$ cat src/rtl/cli_cmd_parser.sv
// ASCII "<dec> <op> <dec><CR|LF>" line parser feeding the 32-bit ALU stage.
// Presents OperA/OperB/OpCode with a valid/ready handshake; malformed lines are flagged and dropped.
module cli_cmd_parser (
  input  logic        clk,
  input  logic        rst_n,
  input  logic [7:0]  RxData,
  input  logic        RxValid,
  output logic [31:0] OperA,
  output logic [31:0] OperB,
  output logic [1:0]  OpCode,
  output logic        CmdValid,
  input  logic        CmdReady,
  output logic        Busy,
  output logic        ErrPulse
);

  localparam int unsigned DATA_W     = 32;
  localparam int unsigned CNT_W      = 4;
  localparam int unsigned MAX_DIGITS = 10;

  typedef enum logic [2:0] {
    S_IDLE, S_NUM_A, S_WAIT_OP, S_WAIT_B, S_NUM_B, S_WAIT_END, S_HOLD, S_SKIP
  } state_e;

  state_e              state_q, state_d;
  logic [DATA_W-1:0]   a_q, a_d, b_q, b_d;
  logic [CNT_W-1:0]    cnt_q, cnt_d;
  logic [1:0]          op_q, op_d;
  logic [DATA_W-1:0]   oper_a_q, oper_a_d, oper_b_q, oper_b_d;
  logic [1:0]          opcode_q, opcode_d;
  logic                cmd_valid_q, cmd_valid_d;
  logic                busy_q, busy_d;
  logic                err_q, err_d;

  logic                is_digit, is_space, is_term, is_op, cnt_full;
  logic [1:0]          op_code;
  logic [DATA_W-1:0]   digit, acc_a, acc_b;

  // Byte classification and decimal accumulate (x*10 as shift-add, wraps mod 2^32)
  always_comb begin
    is_digit = (RxData >= 8'h30) && (RxData <= 8'h39);
    is_space = (RxData == 8'h20);
    is_term  = (RxData == 8'h0D) || (RxData == 8'h0A);
    is_op    = 1'b1;
    op_code  = 2'b00;
    case (RxData)
      8'h2B:   op_code = 2'b00;
      8'h2D:   op_code = 2'b01;
      8'h26:   op_code = 2'b10;
      8'h7C:   op_code = 2'b11;
      default: is_op   = 1'b0;
    endcase
    digit    = {28'd0, RxData[3:0]};
    acc_a    = (a_q << 3) + (a_q << 1) + digit;
    acc_b    = (b_q << 3) + (b_q << 1) + digit;
    cnt_full = (cnt_q == CNT_W'(MAX_DIGITS));
  end

  always_comb begin
    state_d     = state_q;
    a_d         = a_q;
    b_d         = b_q;
    cnt_d       = cnt_q;
    op_d        = op_q;
    oper_a_d    = oper_a_q;
    oper_b_d    = oper_b_q;
    opcode_d    = opcode_q;
    err_d       = 1'b0;

    case (state_q)
      S_IDLE: if (RxValid) begin
        if (is_digit) begin
          state_d = S_NUM_A;
          a_d     = digit;
          cnt_d   = CNT_W'(1);
        end else if (!(is_space || is_term)) begin
          err_d   = 1'b1;
          state_d = S_SKIP;
        end
      end
      S_NUM_A: if (RxValid) begin
        if (is_digit && !cnt_full) begin
          a_d   = acc_a;
          cnt_d = cnt_q + CNT_W'(1);
        end else if (is_space) begin
          state_d = S_WAIT_OP;
        end else if (is_op) begin
          state_d = S_WAIT_B;
          op_d    = op_code;
        end else begin
          err_d   = 1'b1;
          state_d = is_term ? S_IDLE : S_SKIP;
        end
      end
      S_WAIT_OP: if (RxValid) begin
        if (is_op) begin
          state_d = S_WAIT_B;
          op_d    = op_code;
        end else if (!is_space) begin
          err_d   = 1'b1;
          state_d = is_term ? S_IDLE : S_SKIP;
        end
      end
      S_WAIT_B: if (RxValid) begin
        if (is_digit) begin
          state_d = S_NUM_B;
          b_d     = digit;
          cnt_d   = CNT_W'(1);
        end else if (!is_space) begin
          err_d   = 1'b1;
          state_d = is_term ? S_IDLE : S_SKIP;
        end
      end
      S_NUM_B: if (RxValid) begin
        if (is_digit && !cnt_full) begin
          b_d   = acc_b;
          cnt_d = cnt_q + CNT_W'(1);
        end else if (is_space) begin
          state_d = S_WAIT_END;
        end else if (is_term) begin
          state_d = S_HOLD;
        end else begin
          err_d   = 1'b1;
          state_d = S_SKIP;
        end
      end
      S_WAIT_END: if (RxValid) begin
        if (is_term) begin
          state_d = S_HOLD;
        end else if (!is_space) begin
          err_d   = 1'b1;
          state_d = S_SKIP;
        end
      end
      S_HOLD: begin
        err_d = RxValid;
        if (CmdReady) state_d = S_IDLE;
      end
      S_SKIP: if (RxValid && is_term) state_d = S_IDLE;
      default: state_d = S_IDLE;
    endcase

    // Output operands are captured only on entry to HOLD
    if ((state_q != S_HOLD) && (state_d == S_HOLD)) begin
      oper_a_d = a_q;
      oper_b_d = b_q;
      opcode_d = op_q;
    end
    cmd_valid_d = (state_d == S_HOLD);
    busy_d      = (state_d == S_HOLD);
  end

  always_ff @(posedge clk) begin
    if (!rst_n) begin
      state_q     <= S_IDLE;
      a_q         <= '0;
      b_q         <= '0;
      cnt_q       <= '0;
      op_q        <= '0;
      oper_a_q    <= '0;
      oper_b_q    <= '0;
      opcode_q    <= '0;
      cmd_valid_q <= 1'b0;
      busy_q      <= 1'b0;
      err_q       <= 1'b0;
    end else begin
      state_q     <= state_d;
      a_q         <= a_d;
      b_q         <= b_d;
      cnt_q       <= cnt_d;
      op_q        <= op_d;
      oper_a_q    <= oper_a_d;
      oper_b_q    <= oper_b_d;
      opcode_q    <= opcode_d;
      cmd_valid_q <= cmd_valid_d;
      busy_q      <= busy_d;
      err_q       <= err_d;
    end
  end

  assign OperA    = oper_a_q;
  assign OperB    = oper_b_q;
  assign OpCode   = opcode_q;
  assign CmdValid = cmd_valid_q;
  assign Busy     = busy_q;
  assign ErrPulse = err_q;

endmodule

$ cat config.mk
export PLATFORM = sky130hd
export DESIGN_NAME = cli_cmd_parser
export DESIGN_NICKNAME = d
export VERILOG_FILES = /design/src/rtl/cli_cmd_parser.sv
export SDC_FILE = /design/constraint.sdc
export NUM_CORES = 1
export LEC_CHECK = 0
export CORE_AREA = 2 2 132 134
export CTS_CLUSTER_SIZE = 24
export DETAILED_ROUTE_END_ITERATION = 12
export DIE_AREA = 0 0 134 136
export PLACE_DENSITY_LB_ADDON = 0.15
export SLEW_MARGIN = 10
export SYNTH_ARGS = -nofsm -noshare
export SYNTH_HDL_FRONTEND = slang
export SYNTH_SLANG_ARGS = --single-unit
$ cat constraint.sdc
create_clock -name clk -period 3.69 [get_ports clk]
set_input_delay 0.369 -clock clk [delete_from_list [all_inputs] [get_ports clk]]
set_output_delay 0.369 -clock clk [all_outputs]
set_load 0.02 [all_outputs]
Word level (Yosys, flattened, before mapping)
Cells that the tools add are included.
W data, S select, Z words.
- $add $sub $neg: 5
- order comparisons: 2
- equal/unequal tests: 32
- muxes and demuxes: 63
- reductions and logical operators: 19
- operators with widths (operator ; number):
    $mux W32 ; 6
    $pmux W32 S2 ; 2
    $add A32 B32 Y32 ; 2
    $add A32 B4 Y32 ; 2
    $mux W3 ; 20
    $eq A8 B6 Y1 const B ; 4
    $pmux W3 S8 ; 1
    $ne A2 B2 Y1 const B ; 11
    $mux W1 ; 20
    $reduce_and A5 Y1 ; 4
    $eq A8 B4 Y1 const B ; 2
    $mux W4 ; 4
    $eq A3 B3 Y1 const B ; 5
    $mux W2 ; 6
    $eq A8 B7 Y1 const B ; 1
    $ge A8 B6 Y1 const B ; 1
    $le A8 B6 Y1 const B ; 1
    $ne A2 B1 Y1 const B ; 4
    $pmux W4 S2 ; 1
    $reduce_bool A2 Y1 ; 4
    $pmux W1 S7 ; 1
    $eq A3 B2 Y1 const B ; 2
    $pmux W2 S3 ; 1
    $add A4 B1 Y4 const B ; 1
    other kinds (10) ; 15
- register bits after elaboration: 141
- output and inout port bits: 69

Longest topological paths before layout
- depth in word-level cells: 10
- depth in mapped cells: 13
- gate-level depth less buffers: 12

Worst setup path before layout
Ideal clock, no wire load.
- path type: in2reg
- from: input port RxData[3]
- to: register a_q[30]
- library setup time: 0.122 ns
- arrival: 3.050 ns
- required time: 3.568 ns
- slack: 0.518 ns
- stages: 11
- buffers on the path: 0
- cells stage by stage: fa_1 fa_1 a21o_1 a21o_1 a21oi_1 a211oi_1 a221oi_2 a21oi_1 a2111oi_1 xnor2_1 o21ai_1
- word-level cells in the longest chain between the ends: 5
- elaborated cells on any way between the ends: 11
- RTL lines (what ; line ; RTL):
    start: declaration ; 6 ; input logic [7:0] RxData,
    branches (longest 5 deep; another with $add A32 B4 Y32) ; -- ;
    end signal: assignment ; 156 ; a_q <= '0;
    end signal: assignment ; 168 ; a_q <= a_d;
    end: declaration ; 26 ; logic [DATA_W-1:0] a_q, a_d, b_q, b_d;
Several ways; the timed one is not identified. The select of a mux whose other input is x is not followed.
A chain may end at the register's enable or synchronous reset.

Final worst setup path
- from: input port RxData[3]
- to: register b_q[20]
- word-level cells in the longest chain between the ends: 5
- elaborated cells on any way between the ends: 11
- RTL lines (what ; line ; RTL):
    branches (longest 5 deep; another with $add A32 B4 Y32) ; -- ;
    end signal: assignment ; 157 ; b_q <= '0;
    end signal: assignment ; 169 ; b_q <= b_d;
    end: declaration ; 26 ;
Several ways; the timed one is not identified. The select of a mux whose other input is x is not followed.

==> impl_metrics.tcl <==
set metrics [dict create \
    end_kind "flop" \
    core_area_um2 16900 \
    met1_usage_pct 31.2 \
    p_switching_mw 0.892 \
    worst_clock_skew_ns 0.00495 \
    slew_violations 0 \
    synth_edf_count 0 \
    path_clk_slew_ns 0.06 \
    post_cts_buffers 0 \
    layout_min_cycle_time_ns 3.48 \
    use_met3_pct 4.33 \
    internal_power_mw 2.62 \
    syn_inst 1100 \
    rsz0062_at_grt "false" \
    cts_resized 0 \
    drt-initial-drc-count 358 \
    cts_buffers 17 \
    p_leak_nw 4.96 \
    use_met2_pct 42.7 \
    initial_core_util_pct 59.1 \
    grt_use_total_pct 24.5 \
    worstMarginPinSlew_ns 0.767 \
    crit_arrival_ns 3.78 \
    hold_class "primary input to flop" \
    setup_slack_ns 0.215 \
    status "completed" \
    grt_pass1_vias 7838 \
    antenna_found_initial 0 \
    numPortBuffers 80 \
    finalCritPeriodShare_pct 94.2 \
    dp_slack_ns -0.204 \
    cp_max_fo 3 \
    grt_max_degree 82 \
    critical_path_class "primary input to flop" \
    switching_share_pct 25.4 \
    die-area_um2 18200 \
    synth_cell_types 78 \
    h-tree-depth 4 \
    globalplace.congestion 0.877 \
    peakVddDrop_mv 0.316 \
    syn-cell-area_um2 9970 \
    area_delta_synth_final_pct 16.4 \
    fmax_ghz 0.288 \
    final_util_pct 68.7 \
    multiInputGateArea_um2 6700 \
    num-fill-cells 1387 \
    io_pins 81 \
    routed_via_density 5.78 \
    rows 48 \
    seq_area_frac_synth_pct 28.3 \
    cp.required_ns 4.00 \
    n_antenna_cell 0 \
    async_reset_ff_share_pct 0 \
    holdBufCountCts 0 \
    setup_viol 0 \
    ys.flop_type "dfxtp_1" \
    die_w_um 134 \
    routed_wl_mm 21.7 \
    start_kind "primary input" \
    power_mw 3.51 \
    clk_latency_ns 0.42 \
    drtAntennaViolNets 0 \
    dpl_cell_area_um2 11000 \
    nets 1311 \
    drive_above_1_share_pct 18.1 \
    drt_pass1_iterations 5 \
    hold_violations 0 \
    power.share.clock_pct 46.8 \
    clock_sinks 141 \
    ys_warn_count 0 \
    ys_seq_elements 141 \
    routedWlPerCell_um 15.3 \
    p_comb_share_pct 9.1 \
    final_common_cell "dfxtp_1" \
    design_area_um2 11600 \
    die_h_um 136 \
    cts_buffer_depth 2 \
    post-route-drc-count 0 \
    busiest_layer "met2" \
    grt_pass1_wl_mm 36.9 \
    power_density_nw_per_um2 302 \
    layout_common_cells "dfxtp_1 (141), ha_1 (118), nand2_1 (117)" \
    seq_power_share_pct 44.1 \
    via_count 8180 \
    maxCapViolations 0 \
    maxSlewHeadroom_pct 48.8 \
    syn-num-nets 1234 \
    postSynthAreaPerCell_um2 9.06 \
    gr-total-overflow 0 \
    seqCellArea_um2 2820 \
    cts_root_buffer "clkbuf_16" \
    dp_hpwl_mm 15.8 \
    cts_tree "built" \
]
[critical path, stage by stage]
cell	delay (ns)
clkdlybuf4s50_1	0.48
buf_4	0.18
fa_1	0.53
fa_1	0.48
a21o_1	0.20
a31oi_1	0.27
or3_1	0.17
a21oi_1	0.08
a21o_1	0.21
a41o_1	0.25
o41ai_1	0.30
xor2_1	0.19
o21ai_1	0.07
[registers in the layout, summed over array words and instances (netlist names)]
signal and cells:
state_q 3, OperA 32, OperB 32, Busy 1
b_q 32, cnt_q 4, op_q 2, OpCode 2
a_q 32, ErrPulse 1
[per-stage QoR]
| stage | hold WS [ns] | std cells | setup TNS [ns] |
|---|---|---|---|
| finish | 0.444 | 1415 | 0 |
| global route | 0.467 | 1415 | 0 |
| CTS | 0.438 | 1415 | 0 |
| detailed placement | 0.445 | 1383 | -0.623 |
| global placement | 0.438 | 1383 | -0.237 |
| floorplan | 0.424 | 1100 | 0 |
[area by class of cell]
cell class / instances / share of cell area [%]
flip-flops and latches: 141 / 24.3
clock buffers: 22 / 4.09
repair buffers: 119 / 9.98
multi-input cells: 880 / 57.8
clock inverters: 10 / 0.777
inverters: 18 / 0.583
well taps: 225 / 2.43
[cell usage after synthesis (all sizes together), types with 7 or more instances]
| library cell | number | area, um^2 |
|---|---|---|
| a211oi | 15 | 118 |
| inv | 18 | 67.6 |
| xor2 | 30 | 263 |
| o21ai | 114 | 815 |
| o21a | 11 | 82.6 |
| nand4 | 9 | 56.3 |
| nand2 | 117 | 439 |
| nand2b | 9 | 56.3 |
| and3 | 9 | 56.3 |
| and2 | 12 | 75.1 |
| nor2b | 53 | 339 |
| o211ai | 7 | 52.6 |
| a21oi | 49 | 245 |
| clkbuf | 30 | 113 |
| xnor2 | 30 | 263 |
| buf | 31 | 260 |
| a21o | 32 | 240 |
| a21boi | 7 | 52.6 |
| ha | 118 | 1480 |
| nand3 | 91 | 776 |
| mux2i | 8 | 80.1 |
| nor4 | 7 | 43.8 |
| dfxtp | 141 | 2820 |
| nor3 | 9 | 50.1 |
| a22oi | 33 | 248 |
| nor2 | 36 | 138 |
[layer usage]
layer | share of wire [%] | vias to the layer above | wire, um
met5 | 0 | - | 0
met4 | 1.4 | 0 | 308
met3 | 3.1 | 31 | 677
met2 | 49 | 136 | 10500
met1 | 47 | 3811 | 10200
li1 | - | 4202 | -
[kinds of logic (layout without fill, tap and decap cells)]
| family | count (synthesis) | count (layout) | synth area share, % |
|---|---|---|---|
| AOI/OAI and AO/OA | 319 | 319 | 23.3 |
| muxes | 8 | 8 | 0.803 |
| xor gates and xnor gates | 60 | 60 | 5.27 |
| buffers and inverters | 79 | 169 | 4.42 |
| adders and majority gates | 122 | 122 | 15.6 |
| and+or+nand+nor | 371 | 371 | 22.2 |
| DFF | 141 | 141 | 28.3 |
[power by group through the flow]
stage	registers (mW)	clock network, mW	logic (mW)
after global placement	1.58	0	0.317
after global routing	1.55	1.74	0.347
after detailed placement	1.58	0	0.319
after floorplan	1.57	0	0.274
final	1.55	1.64	0.318
after CTS	1.55	1.68	0.320
[final timing paths]
path                            startpoint        end  slack [ns]  cells past startpoint
worst max-delay path             RxData[3]    b_q[20]        0.21                     13
worst max register to register      a_q[0]    a_q[30]        0.39                     11
worst min-delay path                 rst_n  OperB[31]        0.44                      3
worst min register to register   OperB[27]  OperB[27]        0.45                      2
Note: power is estimated with default switching activity, not from simulation.
